## src/rtl/mux_scan_nto1_pkg.sv

```systemverilog
// Shared definitions for the scanning N:1 selector: FSM states, mode codes
// and the index-width helper.
package mux_scan_nto1_pkg;

  typedef enum logic [1:0] {
    ST_IDLE   = 2'd0,
    ST_DIRECT = 2'd1,
    ST_SCAN   = 2'd2
  } state_t;

  localparam logic MODE_DIRECT = 1'b0;
  localparam logic MODE_SCAN   = 1'b1;

  // Ceiling log2, never less than 1 so a select bus always has at least one bit.
  function automatic int unsigned clog2(input int unsigned v);
    int unsigned r;
    r = 0;
    for (int unsigned i = 0; i < 32; i++) begin
      if ((32'd1 << i) < v) r = i + 1;
    end
    return (r == 0) ? 1 : r;
  endfunction

endpackage

```

## src/rtl/mux_scan_nto1_comb.sv

```systemverilog
// Purely combinational N:1 slice selector; an index at or beyond N yields zero.
module mux_nto1_comb
  import mux_scan_nto1_pkg::*;
#(
  parameter  int unsigned WIDTH = 8,
  parameter  int unsigned N     = 16,
  localparam int unsigned SEL_W = clog2(N)
) (
  input  logic [N*WIDTH-1:0] in_bus,
  input  logic [SEL_W-1:0]   idx,
  output logic [WIDTH-1:0]   dout
);

  always_comb begin
    dout = '0;
    for (int unsigned k = 0; k < N; k++) begin
      if (idx == SEL_W'(k)) dout = in_bus[k*WIDTH +: WIDTH];
    end
  end

endmodule

```

## src/rtl/mux_scan_nto1.sv

```systemverilog
// Registered N-channel selector: fixed channel (DIRECT) or round-robin sweep
// with programmable dwell (SCAN). All outputs are registered.
module mux_scan_nto1
  import mux_scan_nto1_pkg::*;
#(
  parameter  int unsigned WIDTH   = 8,
  parameter  int unsigned N       = 16,
  parameter  int unsigned DWELL_W = 8,
  localparam int unsigned SEL_W   = clog2(N)
) (
  input  logic               clk,
  input  logic               rstb,
  input  logic [N*WIDTH-1:0] in_bus,
  input  logic               en,
  input  logic               mode,
  input  logic [SEL_W-1:0]   sel,
  input  logic [DWELL_W-1:0] dwell,
  output logic [WIDTH-1:0]   out_data,
  output logic [SEL_W-1:0]   out_ch,
  output logic               out_valid,
  output logic               wrap
);

  localparam logic [SEL_W-1:0] LAST_CH = SEL_W'(N - 1);

  state_t             state_q, state_d;
  logic [SEL_W-1:0]   ch_q, ch_d;
  logic [DWELL_W-1:0] cnt_q, cnt_d;
  logic               scan_entry;
  logic [SEL_W-1:0]   scan_idx;
  logic [DWELL_W-1:0] scan_cnt;
  logic [SEL_W-1:0]   mux_idx;
  logic [WIDTH-1:0]   mux_data;
  logic               sel_ok;
  logic               wrap_d;

  always_comb begin
    state_d = ST_IDLE;
    if (en) begin
      if (mode == MODE_SCAN) state_d = ST_SCAN;
      else                   state_d = ST_DIRECT;
    end
  end

  // The entry edge behaves as a normal scan step starting from channel 0,
  // count 0, so dwell=0 yields one cycle per channel from the very start.
  always_comb begin
    scan_entry = (state_d == ST_SCAN) && (state_q != ST_SCAN);
    scan_idx   = scan_entry ? '0 : ch_q;
    scan_cnt   = scan_entry ? '0 : cnt_q;
    if (scan_cnt >= dwell) begin
      cnt_d = '0;
      ch_d  = (scan_idx == LAST_CH) ? '0 : scan_idx + SEL_W'(1);
    end else begin
      cnt_d = scan_cnt + DWELL_W'(1);
      ch_d  = scan_idx;
    end
    mux_idx = (state_d == ST_SCAN) ? scan_idx : sel;
    sel_ok  = 32'(sel) < N;
    // Pulse lands in the first output cycle of channel 0 following channel N-1.
    wrap_d  = (state_d == ST_SCAN) && (state_q == ST_SCAN) &&
              (scan_idx == '0) && (out_ch == LAST_CH);
  end

  mux_nto1_comb #(
    .WIDTH (WIDTH),
    .N     (N)
  ) u_mux (
    .in_bus (in_bus),
    .idx    (mux_idx),
    .dout   (mux_data)
  );

  always_ff @(posedge clk or negedge rstb) begin
    if (!rstb) begin
      state_q <= ST_IDLE;
      ch_q    <= '0;
      cnt_q   <= '0;
    end else begin
      state_q <= state_d;
      ch_q    <= (state_d == ST_SCAN) ? ch_d  : '0;
      cnt_q   <= (state_d == ST_SCAN) ? cnt_d : '0;
    end
  end

  always_ff @(posedge clk or negedge rstb) begin
    if (!rstb) begin
      out_data  <= '0;
      out_ch    <= '0;
      out_valid <= 1'b0;
      wrap      <= 1'b0;
    end else begin
      wrap <= 1'b0;
      case (state_d)
        ST_DIRECT: begin
          out_data  <= mux_data;
          out_ch    <= sel;
          out_valid <= sel_ok;
        end
        ST_SCAN: begin
          out_data  <= mux_data;
          out_ch    <= scan_idx;
          out_valid <= 1'b1;
          wrap      <= wrap_d;
        end
        default: begin
          out_valid <= 1'b0;
        end
      endcase
    end
  end

endmodule

```

## config.mk

```make
export PLATFORM = sky130hd
export DESIGN_NAME = mux_scan_nto1
export DESIGN_NICKNAME = d
export VERILOG_FILES = /design/src/rtl/mux_scan_nto1_pkg.sv /design/src/rtl/mux_scan_nto1_comb.sv /design/src/rtl/mux_scan_nto1.sv
export SDC_FILE = /design/constraint.sdc
export NUM_CORES = 1
export LEC_CHECK = 0
export CAP_MARGIN = 20
export CORE_MARGIN = 4
export CORE_UTILIZATION = 40
export CTS_BUF_LIST = sky130_fd_sc_hd__clkbuf_16
export DETAILED_ROUTE_END_ITERATION = 16
export MAX_ROUTING_LAYER = met4
export PLACE_DENSITY = 0.8
export REMOVE_ABC_BUFFERS = 1
export SYNTH_ARGS = -nofsm -noshare
export SYNTH_HDL_FRONTEND = slang
export SYNTH_SLANG_ARGS = --single-unit
```

## constraint.sdc

```tcl
create_clock -name clk -period 3.45 [get_ports clk]
set_input_delay 0.345 -clock clk [delete_from_list [all_inputs] [get_ports clk]]
set_output_delay 0.345 -clock clk [all_outputs]
set_load 0.02 [all_outputs]
```

# Yosys cells after proc, flatten, opt, wreduce, memory -nomap -nowiden
# Cells that the tools add are included.
# totals
regBits,28
output_inout_bits,14
elab_cells,68
# op_classes
add_sub_neg,2
order_cmp,1
eq_ne,21
muxes,29
reduce_logical,8
# ops
cell,count
8-bit 2-to-1 mux,19
"4-bit equality test, second input constant",10
4-bit 2-to-1 mux,5
"4-bit by 3-bit equality test with 1-bit output, second input constant",4
"8-bit by 1-bit adder with 8-bit output, second input constant",1
"4-bit by 2-bit equality test with 1-bit output, second input constant",2
8-bit greater-or-equal comparator,1
4-bit zero test,2
4-bit case mux with 2 select lines,1
"4-bit by 1-bit adder with 4-bit output, second input constant",1
"2-bit equality test, second input constant",2
"4-bit by 1-bit equality test with 1-bit output, second input constant",1
1-bit logical AND,4
2-bit 2-to-1 mux,2
"2-bit by 1-bit equality test with 1-bit output, second input constant",1
1-bit 2-to-1 mux,2
"2-bit != test, second input constant",1
2-bit nonzero test,1
2-bit OR reduction,1

# Depth between registers and ports, before layout
# logic_depth
depth_word,23
ltp_mapped,13

# By module
# Synthesis repeated with hierarchy kept, for this count alone.
# hier_totals
hier_cells,343
area_unflattened_um2,2921.6
# by_module_without_submodules
mod,instances,cells_per_inst,area_per_inst_um2,seq_area_each_um2
mux_scan_nto1,1,154,1577.8,700.7
mux_nto1_comb,1,189,1343.8,0.0

# Worst setup path before layout
# No wires, ideal clock.
# synth_path
path_kind,input to register
start,input en
end,register cnt_q[3]
arrival_time_ns,2.679
path_slack_ns,0.684
cell_stages,13
path_buffers,1
cell_sequence,buf_4 > nand2_2 > inv_2 > nand2_1 > nand2_1 > ha_1 > nand2b_1 > a21o_1 > a21oi_1 > o21ai_0 > o41ai_2 > nand2_1 > nor3_1
# synth_via
elab_chain_cells,7
elab_cells_between_ends,8
classes_between,add/sub (1); order compare (1); eq/ne (1); mux (4); reduce/logical (1)
# synth_rtl
element,line_no,rtl
start: declaration,mux_scan_nto1.sv:14,"input logic en,"
2-bit 2-to-1 mux *,mux_scan_nto1.sv:39,if (en) begin
via state_d[1],mux_scan_nto1.sv:26,"state_t state_q, state_d;"
2-bit equality test *,"mux_scan_nto1.sv:48, mux_scan_nto1.sv:82",
1-bit logical AND,mux_scan_nto1.sv:48,scan_entry = (state_d == ST_SCAN) && (state_q != ST_SCAN);
8-bit 2-to-1 mux,mux_scan_nto1.sv:50,scan_cnt = scan_entry ? '0 : cnt_q;
8-bit by 1-bit adder with 8-bit output or 8-bit greater-or-equal comparator (tied branches),"mux_scan_nto1.sv:55, mux_scan_nto1.sv:51",
8-bit 2-to-1 mux,mux_scan_nto1.sv:51,if (scan_cnt >= dwell) begin
8-bit 2-to-1 mux *,mux_scan_nto1.sv:82,cnt_q <= (state_d == ST_SCAN) ? cnt_d : '0;
end signal: assignment,mux_scan_nto1.sv:82,
end: declaration,mux_scan_nto1.sv:28,"logic [DWELL_W-1:0] cnt_q, cnt_d;"
# The timed path passes the listed nets; every way through them passes the cells marked *.
# A chain may end at the register's enable or synchronous reset.

# Final worst setup path
# layout_path
start,input en
end,register out_data[6]
# layout_via
elab_chain_cells,22
elab_cells_between_ends,39
classes_between,eq/ne (17); mux (19); reduce/logical (3)
# layout_rtl
element,line_no,rtl
2-bit 2-to-1 mux *,mux_scan_nto1.sv:39,
2-bit equality test,"mux_scan_nto1.sv:48, mux_scan_nto1.sv:58, mux_scan_nto1.sv:94",
1-bit logical AND,mux_scan_nto1.sv:48,
4-bit 2-to-1 mux,mux_scan_nto1.sv:49,scan_idx = scan_entry ? '0 : ch_q;
4-bit 2-to-1 mux,mux_scan_nto1.sv:58,mux_idx = (state_d == ST_SCAN) ? scan_idx : sel;
4-bit zero test,mux_scan_nto1_comb.sv:17,if (idx == SEL_W'(k)) dout = in_bus[k*WIDTH +: WIDTH];
8-bit 2-to-1 mux (16 in a row),mux_scan_nto1_comb.sv:17,
end signal: assignment,mux_scan_nto1.sv:96,out_data <= mux_data;
end signal: assignment,mux_scan_nto1.sv:101,out_data <= mux_data;
end: declaration,mux_scan_nto1.sv:18,"output logic [WIDTH-1:0] out_data,"
# Every way passes the cells marked *; elsewhere a longest branch is shown, timed or not.

==> impl_metrics.ini <==
[cts]
cts-buffers-inserted = 3
htreeDepth = 1
clock_path_buffers = 2
postCtsHoldBufs = 0
cts.sinks = 28
cts-root-buf = clkbuf_16
tritoncts = built
clock_latency_ps = 260
path_clk_slew_ps = 70
postCtsSetupBuffers = 0
ctsResizeCount = 0

[cells_and_area]
final_layout_size_suffix_gt1_frac = 0.0930
fin_util = 0.683
fin_nets = 672
num_antenna_cells = 0
area_delta_synth_final_pct = 63.5

[setup_path]
critical_path_required_ps = 3590
end_kind = flip-flop
crit_arrival_ps = 3440
max_stage_delay_ps = 690
crit_top_cell = buf_4
critPathMaxFanout = 18
cpMaxStageDelayCell = a2111oi_0
worstPathCellList = clkdlybuf4s50_1, buf_4, and4b_1, buf_4, a21oi_4, nand2_1, a21oi_1, a221o_1, a2111oi_0, buf_4, o21ai_0
worstSetupPathType = primary input to flip-flop
cpLargestDelayFamily = buffers and inverters
worst-path-buf-inv = 4
startpoint_type = primary input

[timing]
min_period_ps = 3300
finalSetupViolCount = 0
finalCritPeriodShare = 0.957
drv_slew = 0
max_clock_freq_ghz = 0.303
slew_headroom = 0.464
clock_skew_ps = 6.33
rsz0062_at_grt = false
finalHoldViolations = 0
worst-slew-pin-transition_ps = 784

[synthesis]
ys_seq_elements = 28
ys_warn_count = 0
synth_edf_count = 0
synthCells = 355
netlist_area_um2 = 2870
avgSynthCellArea_um2 = 8.08
ys_types = 76
synth_ff_type = dfrtp_1
synthArstFlopShare = 1.00
ys_seq_area_frac = 0.244

[drt]
wl_per_cell_um = 21.3
drt_wl_total_um = 13100
routed-via-count = 3685
drt_iter0_drc = 210
ant_nets = 0
drt_pass1_iterations = 5
drc = 0
vias_per_cell = 6.02

[grt]
grt_pass1_vias = 3567
grt_pass1_wl_um = 19500
grt_max_degree = 29
antenna_found_initial = 0
overflow = 0
grt_usage = 0.297

[placement]
dpl.hpwl_um = 10800
gp_congestion = 0.960
port_buffers = 157

[hold_path]
hold_class = primary input to async pin

[floorplan]
core_um2 = 6870
io_pins = 158
dieArea_um2 = 8590
std_cell_rows = 30
die_h_um = 92.7
start_util = 0.418
chipWidth_um = 92.7

[status]
status = finished clean

[pwr]
total_leakage_power_nw = 1.90
power.density_nw_per_um2 = 253
peakVddDrop_mv = 0.234
power.total_w = 0.00119

[flow_run]
cap_violations = 0
[per-layer routing]
metal | vias to the layer above | GRT usage | wire, um
met3 | 23 | 0.0642 | 1290
met1 | 1735 | 0.382 | 5270
li1 | 1693 | - | -
met5 | - | - | 0
met4 | 0 | 0.0733 | 275
met2 | 234 | 0.478 | 6220
[where the power goes]
group	switching (W)	total [W]	internal (W)
Combinational	0.000212	0.000480	0.000268
Sequential	0.0000142	0.000365	0.000351
Clock	0.000111	0.000342	0.000231
Total	0.000338	0.00119	0.000850
[final timing paths]
| check | startpoint | to | slack [ps] | cells after the start |
|---|---|---|---|---|
| setup / recovery | en | out_data[6] | 150 | 11 |
| hold / removal | rstb | state_q[1] | 460 | 2 |
| setup reg to reg | ch_q[1] | out_data[6] | 540 | 7 |
| hold reg to reg | out_data[4] | out_data[4] | 530 | 1 |
| max in group asynchronous | rstb | ch_q[0] | 2720 | 2 |
| min in group clk | out_data[4] | out_data[4] | 530 | 1 |
[synthesized netlist by cell type, drive strengths merged, types with 5 or more instances]
cell type,n,area [um^2]
nor2,38,148
dfrtp,28,701
nand2,25,101
a21oi,24,146
inv,23,86.3
nor3,22,110
o22ai,18,113
buf,12,80.1
o21ai,12,67.6
a221oi,11,96.3
ha,11,138
a22oi,9,77.6
a211oi,7,65.1
nand3,7,35.0
and2,6,37.5
nand2b,6,37.5
or2,6,37.5
a32oi,5,51.3
xnor2,5,43.8
[cells in the final DEF (no fill, tap or decap), types with 3 or more instances in the layout]
| cell type | instances |
|---|---|
| clkdlybuf4s50_1 | 157 |
| nor2_1 | 36 |
| dfrtp_1 | 28 |
| inv_1 | 22 |
| nand2_1 | 22 |
| nor3_1 | 22 |
| a21oi_1 | 21 |
| o22ai_1 | 18 |
| buf_4 | 16 |
| a221oi_1 | 11 |
| ha_1 | 11 |
| o21ai_0 | 10 |
| nand3_1 | 7 |
| a22oi_1 | 7 |
| nand2b_1 | 6 |
| and2_1 | 6 |
| a211oi_1 | 6 |
| xnor2_1 | 5 |
| and3_1 | 4 |
| mux2i_1 | 4 |
| a32oi_1 | 4 |
| a22o_1 | 4 |
| a221o_1 | 4 |
| or3_1 | 4 |
| nand2_2 | 3 |
| nor2b_1 | 3 |
| o211ai_1 | 3 |
| or2_1 | 3 |
| a2bb2oi_1 | 3 |
| o41ai_1 | 3 |
| o2bb2ai_1 | 3 |
| clkbuf_16 | 3 |
[registers in the layout, indices dropped and copies added, names as in the netlist]
register	count
ch_q	4
cnt_q	8
out_ch	4
out_data	8
out_valid	1
state_q	2
wrap	1
[cell families after synthesis]
group | Yosys count | share of synthesized area
and+or+nand+nor | 132 | 0.238
xor gates and xnor gates | 7 | 0.0214
adders and majority gates | 11 | 0.0480
AOI/OAI and AO/OA | 133 | 0.370
buffers and inverters | 40 | 0.0645
muxes | 4 | 0.0140
DFF | 28 | 0.244
[stage by stage]
step | instances | area, um^2 | setup TNS, ps | worst slack (ps) | hold WS, ps
2_1_floorplan | 339 | 2770 | 0 | 791 | 49.4
4_1_cts | 612 | 4690 | 0 | 104 | 467
3_3_place_gp | 608 | 4590 | -171 | -171 | 489
5_1_grt | 612 | 4690 | 0 | 39.3 | 486
6_report | 612 | 4690 | 0 | 150 | 459
3_5_place_dp | 608 | 4590 | -172 | -172 | 512
[layout make-up]
type	instances	area, um^2
clock buffer	3	75.1
sequential	28	701
fill	578	2180
timing repair buffer	173	1690
multi-input combinational	287	1980
inverter	24	90.1
tap	96	120
clock inverter	1	30.0
Power figures use the tool's default switching activity.
